## config.mk

```make
export PLATFORM = sky130hd
export DESIGN_NAME = led_pattern_counter
export DESIGN_NICKNAME = d
export VERILOG_FILES = /design/src/rtl/led_pattern_counter.sv
export SDC_FILE = /design/constraint.sdc
export NUM_CORES = 1
export LEC_CHECK = 0
export ABC_CLOCK_PERIOD_IN_PS = 2000
export BUFFER_PORTS_ARGS = -buffer_cell sky130_fd_sc_hd__buf_2
export CORE_MARGIN = 5
export CORE_UTILIZATION = 50
export DETAILED_ROUTE_END_ITERATION = 6
export PLACE_DENSITY = 0.82
export SYNTH_ARGS = -nofsm -noshare
export SYNTH_HDL_FRONTEND = slang
export SYNTH_SLANG_ARGS = --single-unit
```

## constraint.sdc

```tcl
create_clock -name CLK -period 2 [get_ports CLK]
set_input_delay 0.2 -clock CLK [delete_from_list [all_inputs] [get_ports CLK]]
set_output_delay 0.2 -clock CLK [all_outputs]
set_load 0.01 [all_outputs]
```

## src/rtl/led_pattern_counter.sv

```systemverilog
// LED pattern counter: binary up/down, Gray-code up or single-LED bounce, advanced by a prescaled step.
// Latency: one edge from a step or LOAD to OUT/TICK/WRAP; all outputs are registered.
// Backpressure: none; EN=0 freezes the prescaler and pattern, and LOAD acts regardless of EN.
//
// Ports:
//   CLK, RST       clock (rising edge), asynchronous active-high reset
//   EN             prescaler run enable
//   MODE           00 bin up, 01 bin down, 10 Gray up, 11 bounce
//   LOAD/LOAD_VAL  synchronous load of the pattern state
//   OUT            LED drive
//   TICK           one-cycle pulse when OUT takes a new step value
//   WRAP           pulse with TICK when the step wrapped (count) or turned (bounce)
module led_pattern_counter #(
  parameter int WIDTH = 8,
  parameter int DIV   = 4
) (
  input  logic             CLK,
  input  logic             RST,
  input  logic             EN,
  input  logic [1:0]       MODE,
  input  logic             LOAD,
  input  logic [WIDTH-1:0] LOAD_VAL,
  output logic [WIDTH-1:0] OUT,
  output logic             TICK,
  output logic             WRAP
);

  localparam int PW   = (DIV > 1) ? $clog2(DIV) : 1;
  localparam int POSW = $clog2(WIDTH);
  localparam logic [PW-1:0]    P_LAST   = PW'(DIV - 1);
  localparam logic [POSW-1:0]  POS_LAST = POSW'(WIDTH - 1);
  localparam logic [WIDTH-1:0] ONE_HOT0 = WIDTH'(1);
  localparam logic [WIDTH-1:0] ALL_ONES = {WIDTH{1'b1}};

  logic [PW-1:0]    p_q, p_d;
  logic [WIDTH-1:0] cnt_q, cnt_d;
  logic [POSW-1:0]  pos_q, pos_d;
  logic             dir_q, dir_d;   // 0 = moving towards the MSB
  logic [WIDTH-1:0] out_q, out_d;
  logic             tick_q, tick_d;
  logic             wrap_q, wrap_d;

  logic [WIDTH-1:0] cnt_inc, cnt_dec;
  logic [POSW-1:0]  pos_nxt;
  logic             dir_nxt, turn;

  // Next bounce position; the direction flips on the step that lands on an
  // end, so the end LEDs are shown exactly once per sweep.
  always_comb begin
    cnt_inc = cnt_q + 1'b1;
    cnt_dec = cnt_q - 1'b1;
    pos_nxt = pos_q;
    dir_nxt = dir_q;
    turn    = 1'b0;
    if (!dir_q) begin
      pos_nxt = pos_q + 1'b1;
      if (pos_nxt == POS_LAST) begin
        dir_nxt = 1'b1;
        turn    = 1'b1;
      end
    end else begin
      pos_nxt = pos_q - 1'b1;
      if (pos_nxt == '0) begin
        dir_nxt = 1'b0;
        turn    = 1'b1;
      end
    end
  end

  always_comb begin
    p_d    = p_q;
    cnt_d  = cnt_q;
    pos_d  = pos_q;
    dir_d  = dir_q;
    out_d  = out_q;
    tick_d = 1'b0;
    wrap_d = 1'b0;
    if (LOAD) begin
      cnt_d = LOAD_VAL;
      p_d   = '0;
      pos_d = '0;
      dir_d = 1'b0;
      case (MODE)
        2'b10:   out_d = LOAD_VAL ^ (LOAD_VAL >> 1);
        2'b11:   out_d = ONE_HOT0;
        default: out_d = LOAD_VAL;
      endcase
    end else if (EN) begin
      if (p_q == P_LAST) begin
        p_d    = '0;
        tick_d = 1'b1;
        case (MODE)
          2'b00: begin
            cnt_d  = cnt_inc;
            out_d  = cnt_inc;
            wrap_d = (cnt_q == ALL_ONES);
          end
          2'b01: begin
            cnt_d  = cnt_dec;
            out_d  = cnt_dec;
            wrap_d = (cnt_q == '0);
          end
          2'b10: begin
            cnt_d  = cnt_inc;
            out_d  = cnt_inc ^ (cnt_inc >> 1);
            wrap_d = (cnt_q == ALL_ONES);
          end
          default: begin
            pos_d  = pos_nxt;
            dir_d  = dir_nxt;
            out_d  = ONE_HOT0 << pos_nxt;
            wrap_d = turn;
          end
        endcase
      end else begin
        p_d = p_q + 1'b1;
      end
    end
  end

  always_ff @(posedge CLK or posedge RST) begin
    if (RST) begin
      p_q    <= '0;
      cnt_q  <= '0;
      pos_q  <= '0;
      dir_q  <= 1'b0;
      out_q  <= '0;
      tick_q <= 1'b0;
      wrap_q <= 1'b0;
    end else begin
      p_q    <= p_d;
      cnt_q  <= cnt_d;
      pos_q  <= pos_d;
      dir_q  <= dir_d;
      out_q  <= out_d;
      tick_q <= tick_d;
      wrap_q <= wrap_d;
    end
  end

  assign OUT  = out_q;
  assign TICK = tick_q;
  assign WRAP = wrap_q;

endmodule
```

Yosys cells after proc, flatten, opt, wreduce, memory -nomap -nowiden. Index checks and enable logic that the tools add are counted.

Shift-type cells: 1. Reduce and logical (&&, ||, !) cells: 11. Mux-type cells: 33. Eq/ne operators: 7. Bitwise gates (word level): 2. Add/sub/neg operators: 5.

Operator list (count): $mux W8 (6); $pmux W8 S2 (2); $pmux W8 S3 (1); $xor A8 B7 Y8 (2); $mux W1 (15); $mux W3 (5); $add A8 B1 Y8 const B (1); $eq A8 B8 Y1 const B (1); $logic_not A8 Y1 (1); $shl A1 B3 Y8 const A (1); $sub A8 B1 Y8 const B (1); $eq A2 B2 Y1 const B (3); $mux W2 (3); $reduce_and A3 Y1 (2); $reduce_bool A2 Y1 (2); $add A3 B1 Y3 const B (1); $eq A3 B3 Y1 const B (1); $logic_not A3 Y1 (1); $reduce_bool A3 Y1 (1); $reduce_or A3 Y1 (1); $sub A3 B1 Y3 const B (1); $add A2 B1 Y2 const B (1); $eq A2 B1 Y1 const B (1); $logic_not A2 Y1 (1); other kinds (4) (4).

Register bits after elaboration: 24. Word-level logic and storage cells: 66. Output and inout port bits: 10. Input bits: 14.

Longest topological paths before layout.
Depth in word-level cells: 8. Mapped depth: 8. Gate-level depth less buffers: 7.

Least setup slack after synthesis. OpenSTA, ideal clock, no wires.

Kind: register -> register. Start: register pos_q[0]. End: register out_q[5], in the netlist OUT[5]. Data arrival time: 1769 ps. Clock period less this slack: 1911 ps. Cell stages (with the launch flop): 8. Buffers on the path: 0. Slack: 89 ps. Cell sequence: dfrtp_1 -> inv_1 -> ha_1 -> xor2_1 -> nor3_1 -> a221o_1 -> a21oi_1 -> a221oi_2.

Cells in the longest elaborated chain, start to end: 7.

RTL lines: start: declaration (line 37) `logic [POSW-1:0] pos_q, pos_d;`; start signal: assignment (line 133) `pos_q <= pos_d;`; $add A3 B1 Y3 / $sub A3 B1 Y3 (equally long branches) (line 56, 62); $mux W3 (*) (line 55) `if (!dir_q) begin`; $shl A1 B3 Y8 (*) (line 111) `out_d = ONE_HOT0 << pos_nxt;`; $pmux W8 S3 (*) (line 92) `case (MODE)`; $mux W8 (*) (line 89) `if (p_q == P_LAST) begin`; $mux W8 (*) (line 88) `end else if (EN) begin`; $mux W8 (*) (line 78) `if (LOAD) begin`; end signal: assignment (line 135) `out_q <= out_d;`; end: declaration (line 39) `logic [WIDTH-1:0] out_q, out_d;`.

Every way passes the cells marked *; elsewhere a longest branch is shown, timed or not. The select of a mux whose other input is x is not followed. A chain may end at the register's enable or synchronous reset.

Worst setup path after layout.
Start: register cnt_q[0]. End: register out_q[2], in the netlist OUT[2].

Cells in the longest elaborated chain, start to end: 6.

RTL lines: start: declaration (line 36) `logic [WIDTH-1:0] cnt_q, cnt_d;`; start signal: assignment (line 132) `cnt_q <= cnt_d;`; $add A8 B1 Y8 (line 50) `cnt_inc = cnt_q + 1'b1;`; $xor A8 B7 Y8 (line 105) `out_d = cnt_inc ^ (cnt_inc >> 1);`; $pmux W8 S3 (*) (line 92); $mux W8 (*) (line 89); $mux W8 (*) (line 88); $mux W8 (*) (line 78).

Marked as above.

==> impl_metrics.tcl <==
set metrics [dict create \
    status "finished, final reports clean" \
    rsz0062_at_grt "no" \
    ys_seq_area_share_pct 28.20 \
    first_pass_iters 5 \
    syn_area_per_cell_um2 8.128 \
    post_drt_wl_per_cell_um 17.64 \
    diodes 0 \
    grt_pass1_wl_mm 9.894 \
    path_cells "ha_2 -> buf_4 -> xor2_1 -> a21oi_1 -> o32ai_1 -> o22ai_1 -> o21ai_0" \
    overflow 0 \
    worstMarginPinSlew_ns 0.4608 \
    p_leak_nw 1.065 \
    detail-route-antenna-nets 0 \
    synth_area_mm2 0.002130 \
    row_count 23 \
    synth_seq_cells 24 \
    fin_crit_sh_pct 95.90 \
    hpwl_mm 4.280 \
    cts_tree "built" \
    seq_power_share_pct 40.5 \
    port_buffers 23 \
    setup_tns_ns 0 \
    slowest_delay_ns 0.46 \
    crit_fanout 6 \
    n_fill_cell 342 \
    critPathSlowestCell "dfrtp_1" \
    setup_viol 0 \
    max_slew_margin_pct 69.28 \
    nNetsFinal 314 \
    final-hold-violation-count 0 \
    die_area_mm2 0.005664 \
    dpl_worst_slack_ns 0.03990 \
    ir_worst_vdd_mv 0.3894 \
    switching_power_mw 0.4515 \
    comb_power_share_pct 28.2 \
    layout_setup_ws_ns 0.08203 \
    antenna_found_initial 0 \
    p_per_area_mw_per_mm2 563.7 \
    synthSimpleGateAreaFrac_pct 23.21 \
    crit_type "flip-flop to flip-flop" \
    grt_pass1_vias 2078 \
    synth-edff-count 0 \
    cts_made_buffers 3 \
    busiest_layer "met2" \
    drive_gt1_share_pct 21.31 \
    finalCriticalPeriod_ns 1.918 \
    critPathRequiredTime_ns 2.20 \
    io_pins 24 \
    ys.flop_type "dfrtp_1" \
    synth_async_sr_flop_share_pct 100.0 \
    yosys_warnings 0 \
    drt_iter0_drc 175 \
    synth.distinct_cells 58 \
    synth_compound_area_share_pct 24.56 \
    synthMuxAreaShare_pct 4.289 \
    cp_top_family "compound AO/OA/AOI/OAI gates" \
    startpoint_type "flip-flop" \
    routabilityCongestion 0.8871 \
    crit_buf_inv 1 \
    grtUsageMet1_pct 30.79 \
    vias 2101 \
    use_met2_pct 37.23 \
    grt_usage_pct 22.83 \
    p_total_mw 1.410 \
    synth_fp_nets 284 \
    start_util_pct 52.48 \
    power_frac_clock_pct 31.3 \
    grt_max_degree 25 \
    chipWidth_um 75.26 \
    fin_skew_ns 0.002286 \
    p_sw_share_pct 32.02 \
    grt.met3_usage_pct 2.403 \
    core_mm2 0.004058 \
    arrival_ns 2.12 \
    synthCells 262 \
    clk_latency_ns 0.27 \
    cts.path.max_buffers 2 \
    drc 0 \
    clock-root-buffer "clkbuf_8" \
    routed_via_density 6.161 \
    finalMaxSlewViolations 0 \
    final_cell_mix "nand2_1, dfrtp_1, buf_2" \
    intPower_mw 0.9584 \
    maxClockFrequency_ghz 0.5214 \
    hold_path_class "primary input to flip-flop" \
    die_h_um 75.26 \
    clock-sinks 24 \
    cts.clk_slew.worst_paths_ns 0.09 \
    synth_fa_ha_area_share_pct 4.700 \
    max-cap-violations 0 \
    final_common_cell "nand2_1" \
    h-tree-depth 1 \
    synthXorXnorAreaFrac_pct 9.048 \
    end_kind "flip-flop" \
    synth_top_family_by_area "compound AO/OA/AOI/OAI gates" \
    areaGrowthSynthToFinish_pct 17.45 \
    totalWireLength_mm 6.015 \
]
## synthesized netlist by cell type (2+ instances only)
cell type | n | area, um2
a211oi_1 | 2 | 15.01
a21oi_1 | 9 | 45.04
a221o_1 | 3 | 30.03
a22oi_1 | 2 | 15.01
a31oi_1 | 4 | 25.02
and2_1 | 3 | 18.77
and3_1 | 5 | 31.28
buf_2 | 9 | 45.04
clkbuf_1 | 10 | 37.54
dfrtp_1 | 24 | 600.6
ha_1 | 8 | 100.1
inv_1 | 9 | 33.78
mux2i_1 | 8 | 80.08
nand2_1 | 25 | 93.84
nand2b_1 | 4 | 25.02
nand3_1 | 7 | 35.03
nor2_1 | 20 | 75.07
nor2b_1 | 8 | 50.05
nor3_1 | 5 | 25.02
nor4_1 | 2 | 12.51
nor4b_1 | 2 | 17.52
o21a_1 | 3 | 22.52
o21ai_0 | 17 | 85.08
o21ai_1 | 9 | 45.04
o221ai_1 | 4 | 35.03
o22ai_1 | 4 | 25.02
o31ai_1 | 3 | 22.52
o32ai_1 | 2 | 17.52
or3_1 | 2 | 12.51
xnor2_1 | 7 | 61.31
xor2_1 | 15 | 131.4
## per-layer routing
layer	up-vias	routed length (um)
met4	0	191
met5	-	0
met2	90	2788
li1	1003	-
met3	21	401
met1	987	2633
## metrics by stage
stage | std cells | hold WS [ns] | instance area (um2) | utilization, %
2_1_floorplan | 262 | 0.2146 | 2130 | -
3_3_place_gp | 334 | 0.2696 | 2356 | 58.06
3_5_place_dp | 334 | 0.2700 | 2356 | 58.06
4_1_cts | 339 | 0.1783 | 2445 | 60.25
5_1_grt | 341 | 0.2015 | 2501 | 61.64
6_report | 341 | 0.1843 | 2501 | 61.64
## worst min-delay path, stage by stage
cell and delay, ns:
buf_2 0.12, nand2_1 0.05, o21ai_0 0.06
## timing repair
action / in CTS / in global routing
resized for setup: 1 / 6
endpoints found under the setup margin: 1 / 8
buffers inserted: 0 / 2
hold buffers: 1 / 0
pin swaps: 0 / 1
hold endpoints to repair: 24 / 0
## final timing paths
kind,startpoint,endpoint,slack [ns],cells after the start
worst max-delay path,cnt_q[0],OUT[2],0.08,7
worst min-delay path,LOAD_VAL[1],cnt_q[1],0.18,3
worst max register to register,cnt_q[0],OUT[2],0.08,7
worst min register to register,OUT[7],OUT[7],0.51,1
max in group asynchronous,RST,OUT[4],1.24,4
min in group asynchronous,RST,p_q[0],0.51,4
## flip-flops by register name, summed over array words and instances (netlist names)
| signal | count |
|---|---|
| TICK | 1 |
| OUT | 8 |
| pos_q | 3 |
| dir_q | 1 |
| cnt_q | 8 |
| p_q | 2 |
| WRAP | 1 |
## cell type report
type	count	area, um2	share of cell area, %
well taps	50	62.56	2.501
inverters	9	33.78	1.351
multi-input cells	209	1450	57.98
clock buffers	3	41.29	1.651
flip-flops and latches	24	600.6	24.01
repair buffers	45	282.8	11.31
clock inverters	1	30.03	1.201
## logic make-up (layout without fill, tap and decap cells)
| logic type | Yosys count | after routing |
|---|---|---|
| simple gates | 94 | 94 |
| compound gates | 76 | 76 |
| buf+inv | 29 | 58 |
| flops | 24 | 24 |
| xor+xnor | 22 | 22 |
| mux | 9 | 9 |
| fa+ha+maj | 8 | 8 |
## power groups by stage
stage          logic [mW]  clock network (mW)  registers (mW)
6_report            0.397               0.441           0.571
5_1_grt             0.435               0.462           0.577
4_1_cts             0.391               0.444           0.569
3_5_place_dp        0.384                   0           0.578
3_3_place_gp        0.373                   0           0.576
2_1_floorplan       0.272                   0           0.566
Note: power is estimated with default switching activity, not from simulation.
